### src/rtl/overlay_sprite_fader.sv
// Full-screen indexed-colour overlay with integer upscaling, optional transparency
// and a frame-paced fade-in / fade-out / blink controller.
module overlay_sprite_fader #(
    parameter int IMG_W        = 320,
    parameter int IMG_H        = 360,
    parameter int X0           = 160,
    parameter int Y0           = 60,
    parameter int SCALE_LOG2   = 0,
    parameter int IDX_W        = 1,
    parameter int ADDR_W       = 17,
    parameter int FADE_FRAMES  = 2,
    parameter int BLINK_FRAMES = 0,
    parameter int TRANSP_EN    = 0,
    parameter int TRANSP_IDX   = 0
) (
    input  logic              vga_clk,
    input  logic              reset_n,
    input  logic [9:0]        DrawX,
    input  logic [9:0]        DrawY,
    input  logic              blank,
    input  logic              show,
    input  logic [3:0]        bg_red,
    input  logic [3:0]        bg_green,
    input  logic [3:0]        bg_blue,
    output logic [ADDR_W-1:0] rom_addr,
    input  logic [IDX_W-1:0]  rom_q,
    output logic [IDX_W-1:0]  pal_index,
    input  logic [3:0]        pal_red,
    input  logic [3:0]        pal_green,
    input  logic [3:0]        pal_blue,
    output logic [3:0]        red,
    output logic [3:0]        green,
    output logic [3:0]        blue,
    output logic              busy,
    output logic              visible
);

    localparam int FCNT_W = (FADE_FRAMES > 1) ? $clog2(FADE_FRAMES) : 1;
    localparam int BCNT_W = (BLINK_FRAMES > 1) ? $clog2(BLINK_FRAMES) : 1;
    localparam logic [FCNT_W-1:0] FCNT_LAST = FCNT_W'(FADE_FRAMES - 1);
    localparam logic [BCNT_W-1:0] BCNT_LAST = BCNT_W'((BLINK_FRAMES > 0) ? BLINK_FRAMES - 1 : 0);
    localparam int BOX_W = IMG_W << SCALE_LOG2;
    localparam int BOX_H = IMG_H << SCALE_LOG2;
    localparam logic [IDX_W-1:0] TRANSP_VAL = IDX_W'(TRANSP_IDX);

    typedef enum logic [1:0] {
        ST_IDLE,
        ST_FADE_IN,
        ST_SHOW,
        ST_FADE_OUT
    } state_t;

    state_t              state_q, state_d;
    logic [4:0]          level_q, level_d;
    logic [FCNT_W-1:0]   fcnt_q, fcnt_d;
    logic [BCNT_W-1:0]   bcnt_q, bcnt_d;
    logic                blink_on_q, blink_on_d;
    logic [ADDR_W-1:0]   rom_addr_q, rom_addr_d;
    logic                in_box_s1_q, in_box_s1_d, in_box_s2_q, in_box_s2_d;
    logic                blank_s1_q, blank_s1_d, blank_s2_q, blank_s2_d;
    logic [11:0]         bg_s1_q, bg_s1_d, bg_s2_q, bg_s2_d;
    logic [11:0]         rgb_q, rgb_d;

    logic signed [10:0]  dx, dy;
    logic signed [31:0]  dx_ext, dy_ext;
    logic [31:0]         addr_full;
    logic                in_box;
    logic                frame_tick;
    logic                step;
    logic                pass_bg;

    function automatic logic [3:0] scale_chan(input logic [3:0] c, input logic [4:0] lv);
        logic [8:0] p;
        p = {5'b0, c} * {4'b0, lv};
        return 4'(p >> 4);
    endfunction

    // Stage 1: box test and ROM address for the pixel being presented now.
    always_comb begin
        dx        = $signed({1'b0, DrawX}) - $signed(11'(X0));
        dy        = $signed({1'b0, DrawY}) - $signed(11'(Y0));
        dx_ext    = {{21{dx[10]}}, dx};
        dy_ext    = {{21{dy[10]}}, dy};
        in_box    = (dx_ext >= 0) && (dx_ext < BOX_W) && (dy_ext >= 0) && (dy_ext < BOX_H);
        addr_full = 32'((dy_ext >>> SCALE_LOG2) * IMG_W + (dx_ext >>> SCALE_LOG2));
        rom_addr_d  = in_box ? ADDR_W'(addr_full) : '0;
        in_box_s1_d = in_box;
        blank_s1_d  = blank;
        bg_s1_d     = {bg_red, bg_green, bg_blue};
        in_box_s2_d = in_box_s1_q;
        blank_s2_d  = blank_s1_q;
        bg_s2_d     = bg_s1_q;
    end

    assign frame_tick = (DrawX == 10'd0) && (DrawY == 10'd0);
    assign step       = frame_tick && (fcnt_q == FCNT_LAST);

    // A direction change takes priority over a coincident step, so the step is dropped.
    always_comb begin
        state_d    = state_q;
        level_d    = level_q;
        blink_on_d = blink_on_q;
        bcnt_d     = bcnt_q;
        fcnt_d     = fcnt_q;
        if (frame_tick) begin
            fcnt_d = (fcnt_q == FCNT_LAST) ? '0 : fcnt_q + 1'b1;
        end
        case (state_q)
            ST_IDLE: begin
                level_d    = 5'd0;
                blink_on_d = 1'b1;
                bcnt_d     = '0;
                if (show) begin
                    state_d = ST_FADE_IN;
                end
            end
            ST_FADE_IN: begin
                blink_on_d = 1'b1;
                bcnt_d     = '0;
                if (!show) begin
                    state_d = ST_FADE_OUT;
                end else if (step) begin
                    level_d = level_q + 5'd1;
                    if (level_q == 5'd15) begin
                        state_d = ST_SHOW;
                    end
                end
            end
            ST_SHOW: begin
                level_d = 5'd16;
                if (!show) begin
                    state_d    = ST_FADE_OUT;
                    blink_on_d = 1'b1;
                    bcnt_d     = '0;
                end else if ((BLINK_FRAMES > 0) && frame_tick) begin
                    if (bcnt_q == BCNT_LAST) begin
                        bcnt_d     = '0;
                        blink_on_d = !blink_on_q;
                    end else begin
                        bcnt_d = bcnt_q + 1'b1;
                    end
                end
            end
            ST_FADE_OUT: begin
                if (show) begin
                    state_d = ST_FADE_IN;
                end else if (step) begin
                    level_d = level_q - 5'd1;
                    if (level_q == 5'd1) begin
                        state_d = ST_IDLE;
                    end
                end
            end
            default: begin
                state_d = ST_IDLE;
                level_d = 5'd0;
            end
        endcase
        if (state_d != state_q) begin
            fcnt_d = '0;
        end
    end

    // Output stage: rom_q and the palette now belong to the pixel held in stage 2.
    always_comb begin
        pass_bg = !in_box_s2_q || (state_q == ST_IDLE) || !blink_on_q ||
                  ((TRANSP_EN != 0) && (rom_q == TRANSP_VAL));
        if (!blank_s2_q) begin
            rgb_d = 12'h000;
        end else if (pass_bg) begin
            rgb_d = bg_s2_q;
        end else begin
            rgb_d = {scale_chan(pal_red, level_q), scale_chan(pal_green, level_q),
                     scale_chan(pal_blue, level_q)};
        end
    end

    always_ff @(posedge vga_clk) begin
        if (!reset_n) begin
            state_q     <= ST_IDLE;
            level_q     <= 5'd0;
            fcnt_q      <= '0;
            bcnt_q      <= '0;
            blink_on_q  <= 1'b1;
            rom_addr_q  <= '0;
            in_box_s1_q <= 1'b0;
            blank_s1_q  <= 1'b0;
            bg_s1_q     <= 12'h000;
            in_box_s2_q <= 1'b0;
            blank_s2_q  <= 1'b0;
            bg_s2_q     <= 12'h000;
            rgb_q       <= 12'h000;
        end else begin
            state_q     <= state_d;
            level_q     <= level_d;
            fcnt_q      <= fcnt_d;
            bcnt_q      <= bcnt_d;
            blink_on_q  <= blink_on_d;
            rom_addr_q  <= rom_addr_d;
            in_box_s1_q <= in_box_s1_d;
            blank_s1_q  <= blank_s1_d;
            bg_s1_q     <= bg_s1_d;
            in_box_s2_q <= in_box_s2_d;
            blank_s2_q  <= blank_s2_d;
            bg_s2_q     <= bg_s2_d;
            rgb_q       <= rgb_d;
        end
    end

    assign rom_addr  = rom_addr_q;
    assign pal_index = rom_q;
    assign red       = rgb_q[11:8];
    assign green     = rgb_q[7:4];
    assign blue      = rgb_q[3:0];
    assign busy      = (state_q == ST_FADE_IN) || (state_q == ST_FADE_OUT);
    assign visible   = (state_q != ST_IDLE);

endmodule

### config.mk
export PLATFORM = sky130hd
export DESIGN_NAME = overlay_sprite_fader
export DESIGN_NICKNAME = d
export VERILOG_FILES = /design/src/rtl/overlay_sprite_fader.sv
export SDC_FILE = /design/constraint.sdc
export NUM_CORES = 1
export LEC_CHECK = 0
export CAP_MARGIN = 40
export CORE_UTILIZATION = 49
export CTS_BUF_LIST = sky130_fd_sc_hd__clkbuf_8 sky130_fd_sc_hd__clkbuf_16
export DETAILED_ROUTE_END_ITERATION = 8
export GPL_TIMING_DRIVEN = 1
export PLACE_DENSITY = 0.71
export SYNTH_ARGS = -nofsm -noshare
export SYNTH_HDL_FRONTEND = slang
export SYNTH_SLANG_ARGS = --single-unit
### constraint.sdc
create_clock -name vga_clk -period 4.46 [get_ports vga_clk]
set_clock_uncertainty 0.15 [all_clocks]
set_input_delay 0.892 -clock vga_clk [delete_from_list [all_inputs] [get_ports vga_clk]]
set_output_delay 0.892 -clock vga_clk [all_outputs]
set_load 0.1 [all_outputs]
==> metrics.cfg, run 1 <==
[global_route]
grt_pass1_vias = 4464
grt_max_degree = 33
overflow = 0
antenna_found_initial = 0
grt_first_pass_wirelength_mm = 20.15
grt_usage = 0.2497

[placed_design]
gp_congestion = 0.8715
dpl.hpwl_mm = 9.106
portBuffers = 78
placed_cells = 793

[synth]
synth_xor_area_frac = 0.07432
synth_area_mm2 = 0.004765
async_flop_share = 0
synthSimpleGateAreaFrac = 0.2377
ys.flop_type = dfxtp_1
syn_avg_cell_area_um2 = 8.679
yosys-mux-area-fraction = 0.01261
syn_nets = 673
synthTopCellsByArea = dfxtp_1 (27%), ha_1 (15%), fa_1 (7.1%), and2_1 (6.4%), xnor2_1 (4.4%)
yosysWarningCount = 0
syn_inst = 549
yosysSeqAreaShare = 0.2731
synth_top_area_frac = 0.2731
synth-seq-cells = 65
synth_compound_area_frac = 0.1124
synth-adder-area-share = 0.2237
synth_edf_count = 0
yosysTopAreaCell = dfxtp_1
synth_top_family_by_area = simple AND/OR/NAND/NOR gates
yosysUniqueCellTypes = 62

[sta]
fmax_ghz = 0.2415
rsz0062_at_grt = false
setup_viol = 0
fin_crit_sh = 0.9283
tightest_slew_ns = 0.6320
maxSlewViolCount = 0
hold_viol = 0
min_period_ns = 4.140
fin_tns_setup_ns = 0
relSlewSlack = 0.5776

[drt]
wirelength_mm = 11.48
ant_nets = 0
post-route-drc-count = 0
vias = 4106
vias_per_cell = 5.075
wire_per_inst_um = 14.19
drt-pass1-iter-count = 4
drtIter0Drc = 93

[cells_and_area]
fill_cells = 724
stdcell_count = 809
nNetsFinal = 799
final_common_cell = clkdlybuf4s50_1
antenna_cells = 0
fin_util = 0.7010
mostFrequentLayoutCells = clkdlybuf4s50_1 (75), dfxtp_1 (65), ha_1 (57), inv_1 (54), nand2_1 (53)
syn2layout_area_growth_pct = 37.24
drive_above_1_share = 0.1382

[power]
internal_power_mw = 1.119
clock_power_share = 0.268
combinationalPowerShare = 0.371
power_switching_uw = 588.8
p_leak_nw = 3.002
p_per_area_mw_per_mm2 = 261.1
switching_share = 0.3449
peakVddDrop_uv = 206.9
power.share.sequential = 0.361

[cts]
cts_tree = built
clockBufferDepth = 2
cts_max_level = 3
postCtsSetupBuffers = 0
worstSkewPairLatency_ns = 0.34
clk_pin_slew_ns = 0.08
cts.sinks = 65
cts_buffers = 9
postCtsHoldBufs = 0
root_buffer = clkbuf_8

[setup_path]
end_kind = flip-flop
worstPathArrival_ns = 4.25
critPathRequiredTime_ns = 4.57
cp-start-kind = input pin
crit_type = in -> reg
worstPathMaxFanout = 7

[hold_path]
hp-class = reg -> reg

[floorplanning]
die_w_um = 100.6
rows = 35
die_y_um = 100.6
die-area_mm2 = 0.01012
io_pins = 81
initial_utilization = 0.5108
core-area_mm2 = 0.009328

[flow_run]
cap_viol_max_count = 0

[status]
status = finished, final reports clean

## per-stage QoR
| step | power [mW] | worst slack (ns) | area, um^2 | hold WS [ns] |
|---|---|---|---|---|
| finish | 1.707 | 0.3199 | 6539 | 0.2839 |
| global route | 1.811 | 0.1755 | 6539 | 0.3013 |
| CTS | 1.710 | 0.006369 | 6521 | 0.2848 |
| detailed placement | 1.252 | -0.3261 | 6341 | 0.2669 |
| global placement | 1.201 | -0.1690 | 5801 | 0.2648 |
| floorplan | 1.027 | 0.4361 | 4765 | 0.2619 |
## registers in the layout (all words and copies together), names as in the netlist, 2 cells and up
signal and cells:
bg_s1_q 12, bg_s2_q 12, level_q 5, rgb_q 12, rom_addr 17, state_q 2
## synthesized netlist by cell type, types with 3 or more instances
master	instances
buf_2	6
o21ai_0	12
nand2_1	53
dfxtp_1	65
xnor2_1	24
nor3_1	7
xor2_1	12
a21oi_1	29
buf_4	3
a211o_1	3
a31oi_1	3
inv_1	53
o211ai_1	5
nor2_1	38
nand2b_1	3
clkbuf_1	11
and3_1	9
nor4_1	3
ha_1	58
nand3_1	15
fa_1	17
o21bai_1	8
nand4_1	7
a21o_1	4
or2_2	4
and2_1	49
mux2i_1	6
## layer usage
metal  part of all wire  GRT usage  vias to the layer above
met1               0.45     0.2993                     1914
li1                   -          -                     2096
met3              0.033    0.04716                       14
met2               0.51     0.4594                       82
met5                  0          0                        -
met4              0.014    0.05797                        0
## power by group through the flow
stage / registers (mW) / logic (mW) / clock network (mW)
after floorplan: 0.664 / 0.363 / 0
after global placement: 0.628 / 0.573 / 0
after detailed placement: 0.628 / 0.623 / 0
after CTS: 0.615 / 0.628 / 0.467
after global routing: 0.618 / 0.697 / 0.496
final: 0.616 / 0.633 / 0.458
## final cells by class
| cell class | instances | area, um^2 | share of cell area |
|---|---|---|---|
| multi-input cells | 409 | 3158 | 0.4830 |
| repair buffers | 137 | 1539 | 0.2354 |
| flip-flops and latches | 65 | 1301 | 0.1990 |
| inverters | 53 | 198.9 | 0.03042 |
| well taps | 129 | 161.4 | 0.02468 |
| clock buffers | 10 | 137.6 | 0.02105 |
| clock inverters | 6 | 42.54 | 0.006506 |
## worst max-delay path: stages
cell and delay [ns]:
clkdlybuf4s50_1 0.55, xnor2_1 0.31, ha_1 0.28, ha_1 0.31
nor2b_1 0.13, o21ai_0 0.23, a21oi_1 0.13, o21a_1 0.18
nor2_1 0.13, xnor2_1 0.08, ha_1 0.33, a21o_1 0.14
a41oi_2 0.04, or3b_1 0.37, mux2i_1 0.15
## worst paths after layout
kind / start / endpoint / slack, ns / cells after the start
min: bg_s1_q[9] / bg_s2_q[9] / 0.28 / 1
min reg2reg: bg_s1_q[9] / bg_s2_q[9] / 0.28 / 1
max reg2reg: level_q[1] / rgb_q[7] / 0.99 / 11
max: DrawY[5] / rom_addr[16] / 0.32 / 15
## cell families after synthesis
kind of cell | after synthesis
fa+ha+maj | 75
flops | 65
xor+xnor | 38
buf+inv | 75
mux | 6
compound gates | 82
simple gates | 208
## what timing repair did
action / CTS / global route
gates resized for setup: 0 / 5
pin swaps: 1 / 1
setup endpoints to repair: 1 / 3
Note: power is estimated with default switching activity, not from simulation.
==> run 2: changes to the inputs <==
Settings changed: CTS_CLUSTER_SIZE set to 25.
==> results of run 2 <==
Same layout as run 1: the final DEF is identical, and so are final timing and power.
